<file path="config.mk">
export PLATFORM = sky130hd
export DESIGN_NAME = rom_load_ctrl
export DESIGN_NICKNAME = d
export VERILOG_FILES = /design/src/rtl/pc8001m_pkg.sv /design/src/rtl/reset_stretch.sv /design/src/rtl/rom_load_ctrl.sv
export SDC_FILE = /design/constraint.sdc
export NUM_CORES = 1
export LEC_CHECK = 0
export BUFFER_PORTS_ARGS = -buffer_cell sky130_fd_sc_hd__buf_2
export CAP_MARGIN = 20
export CELL_PAD_IN_SITES_DETAIL_PLACEMENT = 1
export CELL_PAD_IN_SITES_GLOBAL_PLACEMENT = 1
export CORE_ASPECT_RATIO = 0.5
export CORE_MARGIN = 4
export CORE_UTILIZATION = 40
export CTS_CLUSTER_SIZE = 40
export DETAILED_ROUTE_END_ITERATION = 16
export PLACE_DENSITY_LB_ADDON = 0.3
export REMOVE_ABC_BUFFERS = 1
export SLEW_MARGIN = 40
export SYNTH_ARGS = -nofsm -noshare
export SYNTH_HDL_FRONTEND = slang
export SYNTH_SLANG_ARGS = --single-unit
</file>
<file path="constraint.sdc">
create_clock -name clk_sys_i -period 2.6 [get_ports clk_sys_i]
set_input_delay 0.52 -clock clk_sys_i [delete_from_list [all_inputs] [get_ports clk_sys_i]]
set_output_delay 0.52 -clock clk_sys_i [all_outputs]
set_load 0.01 [all_outputs]
</file>
<file path="src/rtl/pc8001m_pkg.sv">
// Shared types and defaults for the PC-8001 core glue: loader FSM states, ROM image
// index and default sizing.
package pc8001m_pkg;

   typedef enum logic [1:0] {
      StIdle,
      StLoad,
      StWrite,
      StHold
   } load_state_e;

   localparam logic [7:0]  ROM_INDEX_BIND88   = 8'd1;
   localparam int unsigned ROM_AW_DEFAULT     = 15;
   localparam int unsigned RST_CYCLES_DEFAULT = 1024;

endpackage

</file>
<file path="src/rtl/reset_stretch.sv">
// Loadable down-counter used to stretch a reset pulse; last_o flags the final count so the
// owner can release on the same edge the counter reaches zero.
module reset_stretch #(
   parameter int unsigned CYCLES = 1024,
   parameter int unsigned CW     = 16
) (
   input  logic clk_i,
   input  logic rst_i,
   input  logic load_i,
   input  logic en_i,
   output logic busy_o,
   output logic last_o
);

   logic [CW-1:0] count_q, count_d;

   always_comb begin
      count_d = count_q;
      if (load_i) begin
         count_d = CW'(CYCLES);
      end else if (en_i && (count_q != '0)) begin
         count_d = count_q - CW'(1);
      end
   end

   always_ff @(posedge clk_i or posedge rst_i) begin
      if (rst_i) begin
         count_q <= CW'(CYCLES);
      end else begin
         count_q <= count_d;
      end
   end

   assign busy_o = (count_q != '0);
   assign last_o = (count_q == CW'(1));

endmodule

</file>
<file path="src/rtl/rom_load_ctrl.sv">
// Moves the HPS ROM download into the core's ROM write port one byte at a time, throttling
// the HPS with ioctl_wait and holding the CPU in reset during and after the load.
module rom_load_ctrl
   import pc8001m_pkg::*;
#(
   parameter int unsigned ROM_AW     = ROM_AW_DEFAULT,
   parameter logic [7:0]  LOAD_INDEX = ROM_INDEX_BIND88,
   parameter int unsigned RST_CYCLES = RST_CYCLES_DEFAULT
) (
   input  logic              clk_sys_i,
   input  logic              reset_i,
   input  logic              ioctl_download_i,
   input  logic [7:0]        ioctl_index_i,
   input  logic              ioctl_wr_i,
   input  logic [24:0]       ioctl_addr_i,
   input  logic [7:0]        ioctl_dout_i,
   output logic              ioctl_wait_o,
   output logic              rom_req_o,
   output logic [ROM_AW-1:0] rom_addr_o,
   output logic [7:0]        rom_data_o,
   input  logic              rom_ack_i,
   input  logic              reset_req_i,
   output logic              cpu_reset_o,
   output logic              rom_loaded_o,
   output logic              load_err_o,
   output logic [ROM_AW:0]   byte_count_o
);

   localparam logic [24:0]     ROM_SIZE  = 25'(1) << ROM_AW;
   localparam logic [ROM_AW:0] COUNT_MAX = {1'b1, {ROM_AW{1'b0}}};
   localparam logic [ROM_AW:0] COUNT_ONE = {{ROM_AW{1'b0}}, 1'b1};

   load_state_e       state_q, state_d;
   logic              cpu_reset_q, cpu_reset_d;
   logic              ioctl_wait_q, ioctl_wait_d;
   logic              rom_req_q, rom_req_d;
   logic [ROM_AW-1:0] rom_addr_q, rom_addr_d;
   logic [7:0]        rom_data_q, rom_data_d;
   logic              rom_loaded_q, rom_loaded_d;
   logic              load_err_q, load_err_d;
   logic [ROM_AW:0]   byte_count_q, byte_count_d;

   logic hold_load, hold_en, hold_busy, hold_last;
   logic dl_match, in_range;

   assign dl_match = ioctl_download_i && (ioctl_index_i == LOAD_INDEX);
   assign in_range = (ioctl_addr_i < ROM_SIZE);

   reset_stretch #(
      .CYCLES (RST_CYCLES),
      .CW     (16)
   ) u_hold (
      .clk_i  (clk_sys_i),
      .rst_i  (reset_i),
      .load_i (hold_load),
      .en_i   (hold_en),
      .busy_o (hold_busy),
      .last_o (hold_last)
   );

   always_comb begin
      state_d      = state_q;
      cpu_reset_d  = cpu_reset_q;
      ioctl_wait_d = ioctl_wait_q;
      rom_req_d    = rom_req_q;
      rom_addr_d   = rom_addr_q;
      rom_data_d   = rom_data_q;
      rom_loaded_d = rom_loaded_q;
      load_err_d   = load_err_q;
      byte_count_d = byte_count_q;
      hold_load    = 1'b0;
      hold_en      = 1'b0;

      unique case (state_q)
         StIdle: begin
            if (dl_match) begin
               state_d      = StLoad;
               cpu_reset_d  = 1'b1;
               byte_count_d = '0;
               load_err_d   = 1'b0;
               rom_loaded_d = 1'b0;
            end else if (reset_req_i) begin
               state_d     = StHold;
               cpu_reset_d = 1'b1;
               hold_load   = 1'b1;
            end
         end
         StLoad: begin
            if (ioctl_wr_i && in_range) begin
               // A falling download in the same cycle is honoured after this write.
               rom_addr_d   = ioctl_addr_i[ROM_AW-1:0];
               rom_data_d   = ioctl_dout_i;
               rom_req_d    = 1'b1;
               ioctl_wait_d = 1'b1;
               state_d      = StWrite;
            end else begin
               if (ioctl_wr_i) begin
                  load_err_d = 1'b1;
               end
               if (!ioctl_download_i) begin
                  state_d      = StHold;
                  hold_load    = 1'b1;
                  rom_loaded_d = (byte_count_d != '0) && !load_err_d;
               end
            end
         end
         StWrite: begin
            if (ioctl_wr_i) begin
               load_err_d = 1'b1;
            end
            if (rom_ack_i) begin
               rom_req_d    = 1'b0;
               ioctl_wait_d = 1'b0;
               byte_count_d = (byte_count_q == COUNT_MAX) ? byte_count_q
                                                          : byte_count_q + COUNT_ONE;
               if (ioctl_download_i) begin
                  state_d = StLoad;
               end else begin
                  state_d      = StHold;
                  hold_load    = 1'b1;
                  rom_loaded_d = (byte_count_d != '0) && !load_err_d;
               end
            end
         end
         StHold: begin
            if (dl_match) begin
               state_d      = StLoad;
               byte_count_d = '0;
               load_err_d   = 1'b0;
               rom_loaded_d = 1'b0;
            end else if (reset_req_i) begin
               hold_load = 1'b1;
            end else begin
               hold_en = hold_busy;
               if (hold_last || !hold_busy) begin
                  cpu_reset_d = 1'b0;
                  state_d     = StIdle;
               end
            end
         end
         default: state_d = StIdle;
      endcase
   end

   always_ff @(posedge clk_sys_i or posedge reset_i) begin
      if (reset_i) begin
         state_q      <= StHold;
         cpu_reset_q  <= 1'b1;
         ioctl_wait_q <= 1'b0;
         rom_req_q    <= 1'b0;
         rom_addr_q   <= '0;
         rom_data_q   <= '0;
         rom_loaded_q <= 1'b0;
         load_err_q   <= 1'b0;
         byte_count_q <= '0;
      end else begin
         state_q      <= state_d;
         cpu_reset_q  <= cpu_reset_d;
         ioctl_wait_q <= ioctl_wait_d;
         rom_req_q    <= rom_req_d;
         rom_addr_q   <= rom_addr_d;
         rom_data_q   <= rom_data_d;
         rom_loaded_q <= rom_loaded_d;
         load_err_q   <= load_err_d;
         byte_count_q <= byte_count_d;
      end
   end

   assign cpu_reset_o  = cpu_reset_q;
   assign ioctl_wait_o = ioctl_wait_q;
   assign rom_req_o    = rom_req_q;
   assign rom_addr_o   = rom_addr_q;
   assign rom_data_o   = rom_data_q;
   assign rom_loaded_o = rom_loaded_q;
   assign load_err_o   = load_err_q;
   assign byte_count_o = byte_count_q;

endmodule

</file>
==> metrics.md, run 1 <==
| Metric | Value |
|---|---|
| Vias in the first global route | 3219 |
| Share of layout cells above drive strength 1 | 0.351 |
| Total grt overflow | 0 |
| Main combinational cell family by area after synthesis | simple AND/OR/NAND/NOR gates |
| Dpl ws | 0.107 ns |
| Reg2Reg Depth | 7 |
| Most frequent cells in the layout | 90 x buf_2, 57 x dfrtp_1, 33 x nor2_1 |
| FF+latch area | 0.00153 mm2 |
| Crit Path Max Fanout | 8 |
| I/O pin cnt | 91 |
| Initial antenna violation count | 0 |
| Yosys cell types | 52 |
| CTS Buf Count | 9 |
| Post-CTS Setup Repair Bufs | 0 |
| Post-Synthesis Cells | 345 |
| MaxCap Viol Count | 0 |
| P_leak | 2.13 nW |
| Synth Area in XOR/XNOR | 0.0521 |
| Ys flop type | dfrtp_1 |
| Cells resized by post-CTS repair | 0 |
| DR WL/cell | 18.0 um |
| Compound-Gate Fraction of Synth Area | 0.109 |
| Sequential area share after synthesis | 0.456 |
| Die Y | 72.8 um |
| Clock slew at reported path FFs | 0.06 ns |
| Setup ws final | 0.298 ns |
| GPL Wtd Cong | 0.808 |
| Detail Placement HPWL | 7100 um |
| Fmax | 434 MHz |
| Crit share post-route | 0.885 |
| Combinational power share | 0.355 |
| Reg2reg setup slack | 0.30 ns |
| Internal power | 2.50 mW |
| Initial core utilization | 0.415 |
| Seq pwr share | 0.318 |
| Clock network power share | 0.328 |
| Hold Crit Class | primary input to async pin |
| DRT iter0 DRCs | 161 |
| CTS tree | yes |
| Final critical-path required period | 2.30 ns |
| Status | finished clean |
| Count of buffers from port buffering | 90 |
| Clock sink count | 61 |
| CTS max path bufs | 2 |
| Async SR Flop Fraction | 1.00 |
| Post-layout instance area | 0.00430 mm2 |
| Post-synth EDFFs | 0 |
| Clk Latency, worst-skew pair | 0.33 ns |
| Final setup viols | 0 |
| Cell row count | 23 |
| Reg2reg start | byte_count_o[3]$_DFFE_PP0P_ |
| Setup Skew | 0.00905 ns |
| Synthesized flop and latch total | 61 |
| First-pass GRT wire length | 16300 um |
| DP Area | 0.00397 mm2 |
| CTS root buffer | clkbuf_16 |
| Vias per cell | 5.49 |
| Mapped cell area | 0.00336 mm2 |
| DR pass1 iterations | 4 |
| Net Sw Frac | 0.373 |
| Filler cells | 929 |
| Via Count | 3068 |
| Final TNS setup | 0 ns |
| Final-report max-slew violation count | 0 |
| Post-route DRC | 0 |
| Fin. Hold Viols | 0 |
| Area of the multi-input gates | 0.00170 mm2 |
| GRT Util Overall | 0.207 |
| Synth Area in Simple Gates | 0.221 |
| R2R Path End | rom_loaded_o$_DFFE_PP0P_ |
| Layout net count | 499 |
| Actual slew at the worst max-slew pin | 0.690 ns |
| Mux share of post-synthesis cell area | 0.0864 |
| Req. time, crit path | 2.82 ns |
| RSZ-0062 raised after global routing | false |
| Antenna diodes | 0 |
| CP endpoint kind | flop |
| Die Area | 0.0100 mm2 |
| Maximum VDD drop | 0.421 mV |
| Crit path arrival time | 2.52 ns |
| Power per cell area | 925 mW/mm2 |
| Most common cell after layout, fill and taps aside | buf_2 |
| Fin util | 0.532 |
| Cts hold-fix bufs | 0 |
| Yosys warns | 0 |
| Post-Synth Adder-Cell Area | 0.0372 |
| Core region area | 0.00809 mm2 |
| P_sw | 1.49 mW |
| Die Wd | 138 um |
| Critical path class | flop to flop |
| Rel. slew slack | 0.537 |
| Largest net degree at the start of global routing | 62 |
| Post-DRT Antenna Nets | 0 |
| Htree depth | 3 |
| DRT Wirelength | 10100 um |
| Critical path launch point type | flop |
| Area Overhead vs Synth | 28.1% |
| Tot Pwr | 3.98 mW |
| Mean Syn Cell Area | 9.74 um2 |
cell usage after synthesis, types with 5 or more instances:
master    number  share of area
xnor2_1        5          0.013
o21ai_1        5         0.0074
xor2_1        15          0.039
nor3_1        11          0.016
mux2_2        24          0.080
nand3_1       20          0.030
inv_1         12          0.013
o21ai_0       23          0.034
nor2b_1        5         0.0093
nand2_1       21          0.023
nand4_1       11          0.020
a21oi_1        8          0.012
ha_1          10          0.037
nor4_1         9          0.017
clkbuf_1      12          0.013
nor2_1        33          0.037
dfrtp_1       57           0.42
or3_1          7          0.013
state kept, by name, summed over array words and instances (netlist names):
signal          count
rom_addr_o         15
byte_count_o       16
u_hold.count_q     16
state_q             2
rom_req_o           1
cpu_reset_o         1
rom_loaded_o        1
load_err_o          1
rom_data_o          8
worst max path at each step:
| stage | slack [ns] | startpoint | end |
|---|---|---|---|
| after global routing | 0.12 | byte_count_o[4]$_DFFE_PP0P_ | rom_loaded_o$_DFFE_PP0P_ |
| after CTS | 0.21 | byte_count_o[4]$_DFFE_PP0P_ | rom_loaded_o$_DFFE_PP0P_ |
| final | 0.30 | byte_count_o[3]$_DFFE_PP0P_ | rom_loaded_o$_DFFE_PP0P_ |
| after floorplan | 0.03 | u_hold.count_q[0]$_DFFE_PP0P_ | u_hold.count_q[10]$_DFFE_PP1P_ |
| after global placement | 0.22 | ioctl_index_i[3] | byte_count_o[12]$_DFFE_PP0P_ |
| after detailed placement | 0.11 | ioctl_index_i[3] | byte_count_o[12]$_DFFE_PP0P_ |
cell type report:
cell class,count,share of cell area
multi-input cells,254,0.396
flip-flops and latches,61,0.356
repair buffers,104,0.130
clock buffers,9,0.0523
well taps,112,0.0326
clock inverters,7,0.0227
inverters,12,0.0105
worst max-delay path, cell delays in order (launching register included):
cell      delay [ns]
dfrtp_1         0.39
buf_4           0.17
nor4_1          0.53
a21boi_0        0.30
o21ai_0         0.13
a221oi_1        0.30
nand4_1         0.15
a22o_1          0.21
through the flow:
| step | hold WS (ns) | cells |
|---|---|---|
| final | 0.331 | 559 |
| after global routing | 0.375 | 559 |
| after CTS | 0.408 | 559 |
| after detailed placement | 0.494 | 543 |
| after global placement | 0.481 | 543 |
| after floorplan | 0.497 | 327 |
kinds of logic (layout without fill, tap and decap cells):
family | count (synthesis) | after routing
simple gates | 139 | 139
mux | 26 | 26
buf+inv | 30 | 132
flops | 61 | 61
compound gates | 59 | 59
fa+ha+maj | 10 | 10
xor+xnor | 20 | 20
layer usage:
layer,routed length (um),part of all wire,up-vias,global-route usage
met1,4320,0.43,1558,0.251
met4,169,0.017,0,0.0664
met2,5250,0.52,61,0.364
met5,0,0,-,0
met3,337,0.033,16,0.0537
li1,-,-,1433,-
power by group through the flow:
| stage | Sequential (mW) | Clock (mW) | Combinational, mW |
|---|---|---|---|
| 2_1_floorplan | 1.25 | 0 | 0.905 |
| 3_3_place_gp | 1.26 | 0 | 1.31 |
| 3_5_place_dp | 1.27 | 0 | 1.39 |
| 4_1_cts | 1.26 | 1.33 | 1.42 |
| 5_1_grt | 1.29 | 1.38 | 1.55 |
| 6_report | 1.26 | 1.30 | 1.41 |
No activity file was read; power rests on OpenSTA's default activity.
==> run 2: changes to the inputs <==
- RECOVER_POWER: not set -> 50
==> run 2 against run 1 <==
Compared with the run above:
- the flow now finishes with violations (capacitance limit, slew limit)
- fmax increased by 0.28%
- clock skew shrank 0.00077 ns
- clock power hardly changed
- non-clock buffer count did not move
- critical path depth shrank 1
- largest cell class unchanged
- highest routed layer unchanged
==> metrics.md, run 2 (same netlist as run 1, synthesis figures left out) <==
| Metric | Value |
|---|---|
| Vias in the first global route | 3219 (unchanged) |
| Detail Placement HPWL | 7100 um (unchanged) |
| MaxCap Viol Count | 1 (was 0) |
| DP Area | 0.00397 mm2 (unchanged) |
| Largest net degree at the start of global routing | 62 (unchanged) |
| Initial antenna violation count | 0 (unchanged) |
| Power per cell area | 932 mW/mm2 (was 925 mW/mm2) |
| I/O pin cnt | 91 (unchanged) |
| Cell row count | 23 (unchanged) |
| DR WL/cell | 18.1 um (was 18.0 um) |
| Crit Path Max Fanout | 7 (was 8) |
| Rel. slew slack | -0.0532 (was 0.537) |
| First-pass GRT wire length | 16300 um (unchanged) |
| Placed cell count | 543 (unchanged) |
| Htree depth | 3 (unchanged) |
| Post-DRT Antenna Nets | 0 (unchanged) |
| Final critical-path required period | 2.30 ns (about the same) |
| Clk Latency, worst-skew pair | 0.33 ns (about the same) |
| Die Area | 0.0100 mm2 (unchanged) |
| Vias per cell | 5.49 (about the same) |
| Most common cell after layout, fill and taps aside | buf_2 (unchanged) |
| Fin util | 0.528 (was 0.532) |
| Die Wd | 138 um (unchanged) |
| Post-layout instance area | 0.00427 mm2 (was 0.00430 mm2) |
| Antenna diodes | 0 (unchanged) |
| Final TNS setup | 0 ns (unchanged) |
| Fin. Hold Viols | 0 (unchanged) |
| Filler cells | 944 (was 929) |
| Via Count | 3070 (was 3068) |
| RSZ-0062 raised after global routing | false (unchanged) |
| Req. time, crit path | 2.86 ns (was 2.82 ns) |
| Fmax | 436 MHz (was 434 MHz) |
| Layout net count | 499 (unchanged) |
| Post-Layout Cell Count | 559 (unchanged) |
| DRT Wirelength | 10100 um (about the same) |
| Area Overhead vs Synth | 27.1% (was 28.1%) |
| GRT Util Overall | 0.207 (unchanged) |
| Setup Skew | 0.00828 ns (was 0.00905 ns) |
| CTS max path bufs | 2 (unchanged) |
| Clock slew at reported path FFs | 0.06 ns (about the same) |
| CTS root buffer | clkbuf_16 (unchanged) |
| Status | finished, violations left (was finished clean) |
| Critical path launch point type | flop (unchanged) |
| Initial core utilization | 0.415 (unchanged) |
| Final setup viols | 0 (unchanged) |
| Actual slew at the worst max-slew pin | 1.58 ns (was 0.690 ns) |
| Tot Pwr | 3.98 mW (about the same) |
| P_leak | 2.03 nW (was 2.13 nW) |
| Most frequent cells in the layout | 68 x buf_2, 57 x dfrtp_1, 33 x nor2_1 (was 90 x buf_2, 57 x dfrtp_1, 33 x nor2_1) |
| Setup ws final | 0.304 ns (was 0.298 ns) |
| Hold Slack | 0.416 ns (was 0.331 ns) |
| CP endpoint kind | flop (unchanged) |
| Maximum VDD drop | 0.422 mV (was 0.421 mV) |
| Post-route DRC | 0 (unchanged) |
| Critical path class | flop to flop (unchanged) |
| Clock sink count | 61 (unchanged) |
| Dpl ws | 0.107 ns (unchanged) |
| CTS tree | yes (unchanged) |
| Hold Crit Class | primary input to flop (was primary input to async pin) |
| CTS Buf Count | 9 (unchanged) |
| Crit path arrival time | 2.55 ns (was 2.52 ns) |
| Failing checks | capacitance limit, slew limit |
| Crit share post-route | 0.883 (was 0.885) |
| Final-report max-slew violation count | 62 (was 0) |
| Count of buffers from port buffering | 90 (unchanged) |
| Die Y | 72.8 um (unchanged) |
| GPL Wtd Cong | 0.808 (unchanged) |
| Share of layout cells above drive strength 1 | 0.300 (was 0.351) |
| Post-CTS Setup Repair Bufs | 0 (unchanged) |
| Core region area | 0.00809 mm2 (unchanged) |
| Cts hold-fix bufs | 0 (unchanged) |
| Total grt overflow | 0 (unchanged) |
| DRT iter0 DRCs | 143 (was 161) |
| DR pass1 iterations | 4 (unchanged) |
run 2: worst paths after layout:
check | end | from | slack (ns) | cells after the start
setup / recovery | state_q[1]$_DFFE_PP1P_ | u_hold.count_q[8]$_DFFE_PP0P_ | 0.30 | 6
hold / removal | rom_addr_o[1]$_DFFE_PP0P_ | ioctl_addr_i[1] | 0.42 | 2
setup reg to reg | state_q[1]$_DFFE_PP1P_ | u_hold.count_q[8]$_DFFE_PP0P_ | 0.30 | 6
hold reg to reg | rom_data_o[5]$_DFFE_PP0P_ | rom_data_o[5]$_DFFE_PP0P_ | 0.51 | 1
max in group asynchronous | byte_count_o[13]$_DFFE_PP0P_ | reset_i | 0.93 | 3
min in group asynchronous | rom_addr_o[2]$_DFFE_PP0P_ | reset_i | 0.73 | 3
run 2: final cells by class:
type                    count  area (um2)  area share
multi-input cells         254        1700       0.399
flip-flops and latches     61        1530       0.359
repair buffers            104         526       0.123
clock buffers               9         225      0.0528
well taps                 112         140      0.0328
clock inverters             7        97.6      0.0229
inverters                  12        45.0      0.0106
run 2: routing by layer:
layer / up-vias / wire length (um) / global-route usage
met3: 16 / 350 / 0.0537
met5: - / 0 / 0
met2: 60 / 5250 / 0.364
met4: 0 / 169 / 0.0664
li1: 1434 / - / -
met1: 1560 / 4350 / 0.251
run 2: where the power goes:
part	switching, mW	total (mW)	internal [mW]
sequential	0.166	1.27	1.10
combinational	0.858	1.41	0.553
clock	0.462	1.30	0.841
run 2: critical path: stages, from the launching register on:
cell and delay [ns]:
dfrtp_1 0.45, or4_1 0.60, nor3_1 0.31, o2111ai_1 0.21, nand2_1 0.11, and3_1 0.19, mux2_2 0.35
run 2: repair_timing:
action,in CTS,in global routing
resized for setup,0,1
hold endpoints to repair,0,0
endpoints found under the setup margin,0,1
==> run 3: changes to the inputs <==
- CELL_PAD_IN_SITES_DETAIL_PLACEMENT: 1 -> not set
- CELL_PAD_IN_SITES_GLOBAL_PLACEMENT: 1 -> not set
- CORE_UTILIZATION: 40 -> 53
==> run 3 against run 2 <==
Compared with the run above:
- the run now ends clean
- routed wire length decreased by 18%
- largest power group is now the clock network
- die area decreased by 23%
- first-iteration DRC count increased by 36%
- critical path type unchanged
- sequential power about the same
- core utilization increased by 17 points
- largest cell class unchanged
- worst setup slack improved by 0.012 ns
- clock power increased by 14%
- register-to-register slack about the same
==> metrics.md, run 3 (same netlist as run 1, synthesis figures left out) <==
| Metric | Value |
|---|---|
| I/O pin cnt | 91 (unchanged) |
| Core region area | 0.00611 mm2 (was 0.00809 mm2) |
| Final-report max-slew violation count | 0 (was 62) |
| DRT iter0 DRCs | 195 (was 143) |
| CP endpoint kind | flop (unchanged) |
| Count of buffers from port buffering | 90 (unchanged) |
| Cell row count | 20 (was 23) |
| Post-route DRC | 0 (unchanged) |
| Clk Latency, worst-skew pair | 0.33 ns (about the same) |
| Most heavily used metal layer in global routing | met2 (unchanged) |
| Req. time, crit path | 2.85 ns (was 2.86 ns) |
| Critical hold path startpoint | ioctl_dout_i[0] (was ioctl_addr_i[1]) |
| Final critical-path required period | 2.28 ns (was 2.30 ns) |
| First-pass GRT wire length | 14000 um (was 16300 um) |
| Vias in the first global route | 2940 (was 3219) |
| Layout net count | 499 (unchanged) |
| Vias per cell | 5.62 (was 5.49) |
| GR Util met2 | 0.397 (was 0.364) |
| Final TNS setup | 0 ns (unchanged) |
| Post-DRT Antenna Nets | 0 (unchanged) |
| Actual slew at the worst max-slew pin | 1.12 ns (was 1.58 ns) |
| Net Sw Frac | 0.341 (was 0.373) |
| Critical path class | flop to flop (unchanged) |
| Maximum VDD drop | 0.601 mV (was 0.422 mV) |
| Clock slew at reported path FFs | 0.05 ns (was 0.06 ns) |
| Die Y | 64.3 um (was 72.8 um) |
| Largest net degree at the start of global routing | 34 (was 62) |
| CTS tree | yes (unchanged) |
| Share of layout cells above drive strength 1 | 0.300 (unchanged) |
| Reg2Reg Depth | 6 (unchanged) |
| CTS Buf Count | 9 (unchanged) |
| Reg2reg start | u_hold.count_q[8]$_DFFE_PP0P_ (unchanged) |
| Worst hold endpoint | rom_data_o[0]$_DFFE_PP0P_ (was rom_addr_o[1]$_DFFE_PP0P_) |
| Htree depth | 3 (unchanged) |
| Filler cells | 464 (was 944) |
| Antenna diodes | 0 (unchanged) |
| DR pass1 iterations | 4 (unchanged) |
| Crit path arrival time | 2.54 ns (was 2.55 ns) |
| Crit Path Max Fanout | 7 (unchanged) |
| Fin. Hold Viols | 0 (unchanged) |
| Most common cell after layout, fill and taps aside | buf_2 (unchanged) |
| Setup Skew | 0.00646 ns (was 0.00828 ns) |
| Clock sink count | 61 (unchanged) |
| Internal power | 2.70 mW (was 2.49 mW) |
| P_leak | 2.06 nW (was 2.03 nW) |
| Placed cell count | 519 (was 543) |
| Rel. slew slack | 0.255 (was -0.0532) |
| Area Overhead vs Synth | 27.7% (was 27.1%) |
| RSZ-0062 raised after global routing | false (unchanged) |
| GPL Wtd Cong | 0.867 (was 0.808) |
| Global Route met1 Usage | 0.265 (was 0.251) |
| Met3 GRT Util | 0.0645 (was 0.0537) |
| DR WL/cell | 15.5 um (was 18.1 um) |
| Initial antenna violation count | 0 (unchanged) |
| Hold Crit Class | primary input to flop (unchanged) |
| Post-Layout Cell Count | 535 (was 559) |
| Fmax | 438 MHz (was 436 MHz) |
| Total grt overflow | 0 (unchanged) |
| Reg2reg setup slack | 0.32 ns (was 0.30 ns) |
| Clock network power share | 0.361 (was 0.327) |
| R2R Path End | state_q[1]$_DFFE_PP1P_ (unchanged) |
| Detail Placement HPWL | 5890 um (was 7100 um) |
| Cts hold-fix bufs | 0 (unchanged) |
| GRT Util Overall | 0.228 (was 0.207) |
| P_sw | 1.39 mW (was 1.49 mW) |
| Worst Hold Depth | 2 (unchanged) |
| DRT Wirelength | 8290 um (was 10100 um) |
| CTS root buffer | clkbuf_16 (unchanged) |
| CTS max path bufs | 2 (unchanged) |
| MaxCap Viol Count | 0 (was 1) |
| Final setup viols | 0 (unchanged) |
| Die Area | 0.00775 mm2 (was 0.0100 mm2) |
| Critical path launch point type | flop (unchanged) |
| Die Wd | 121 um (was 138 um) |
| Status | finished clean (was finished, violations left) |
| Seq pwr share | 0.306 (was 0.318) |
| Initial core utilization | 0.550 (was 0.415) |
| Power per cell area | 954 mW/mm2 (was 932 mW/mm2) |
| Most frequent cells in the layout | 68 x buf_2, 57 x dfrtp_1, 33 x nor2_1 (unchanged) |
| Via Count | 3007 (was 3070) |
| Combinational power share | 0.333 (was 0.354) |
| Crit share post-route | 0.878 (was 0.883) |
[run 3: layout make-up]
class,count,area (um2),area share
inverter,12,45.0,0.0105
clock buffer,9,225,0.0525
tap,88,110,0.0257
timing repair buffer,104,526,0.123
clock inverter,7,146,0.0341
multi-input combinational,254,1710,0.398
sequential,61,1530,0.357
[run 3: routing by layer]
layer  vias to the layer above  wire length, um
li1                       1436                -
met1                      1445             3300
met2                       105             4340
met3                        21              466
met4                         0              189
met5                         -                0
[run 3: worst max path at each step]
stage | cells past startpoint | from | end | slack (ns)
2_1_floorplan | 7 | u_hold.count_q[0]$_DFFE_PP0P_ | u_hold.count_q[10]$_DFFE_PP1P_ | 0.03
3_3_place_gp | 7 | ioctl_index_i[3] | byte_count_o[12]$_DFFE_PP0P_ | 0.23
3_5_place_dp | 7 | ioctl_index_i[3] | byte_count_o[2]$_DFFE_PP0P_ | 0.14
4_1_cts | 6 | byte_count_o[5]$_DFFE_PP0P_ | rom_loaded_o$_DFFE_PP0P_ | 0.30
5_1_grt | 6 | byte_count_o[2]$_DFFE_PP0P_ | rom_loaded_o$_DFFE_PP0P_ | 0.11
6_report | 6 | u_hold.count_q[8]$_DFFE_PP0P_ | state_q[1]$_DFFE_PP1P_ | 0.32
[run 3: repair_timing]
| action | in CTS | in global routing |
|---|---|---|
| setup endpoints to repair | 0 | 1 |
| buffers inserted | 0 | 0 |
| gates resized for setup | 0 | 1 |
[run 3: power groups by stage]
stage          logic [mW]  clock network, mW  registers (mW)
2_1_floorplan       0.905                  0            1.25
3_3_place_gp         1.29                  0            1.25
3_5_place_dp         1.34                  0            1.26
4_1_cts              1.36               1.50            1.25
5_1_grt              1.52               1.55            1.28
6_report             1.36               1.48            1.25
[run 3: metrics by stage]
step                       util  area, um2  hold WS (ns)  worst slack, ns  power [mW]
final                     0.702       4290         0.420            0.316        4.09
after global routing      0.702       4290         0.408            0.115        4.35
after CTS                 0.708       4330         0.291            0.297        4.10
after detailed placement  0.648       3950         0.489            0.140        2.60
after global placement    0.648       3950         0.481            0.231        2.54
after floorplan               -       3280         0.497           0.0328        2.16
[run 3: worst max-delay path: stages, from the launching register on]
cell and delay, ns:
dfrtp_1 0.45, or4_1 0.58, nor3_1 0.30, o2111ai_1 0.20, nand2_1 0.10, and3_1 0.20, mux2_2 0.37
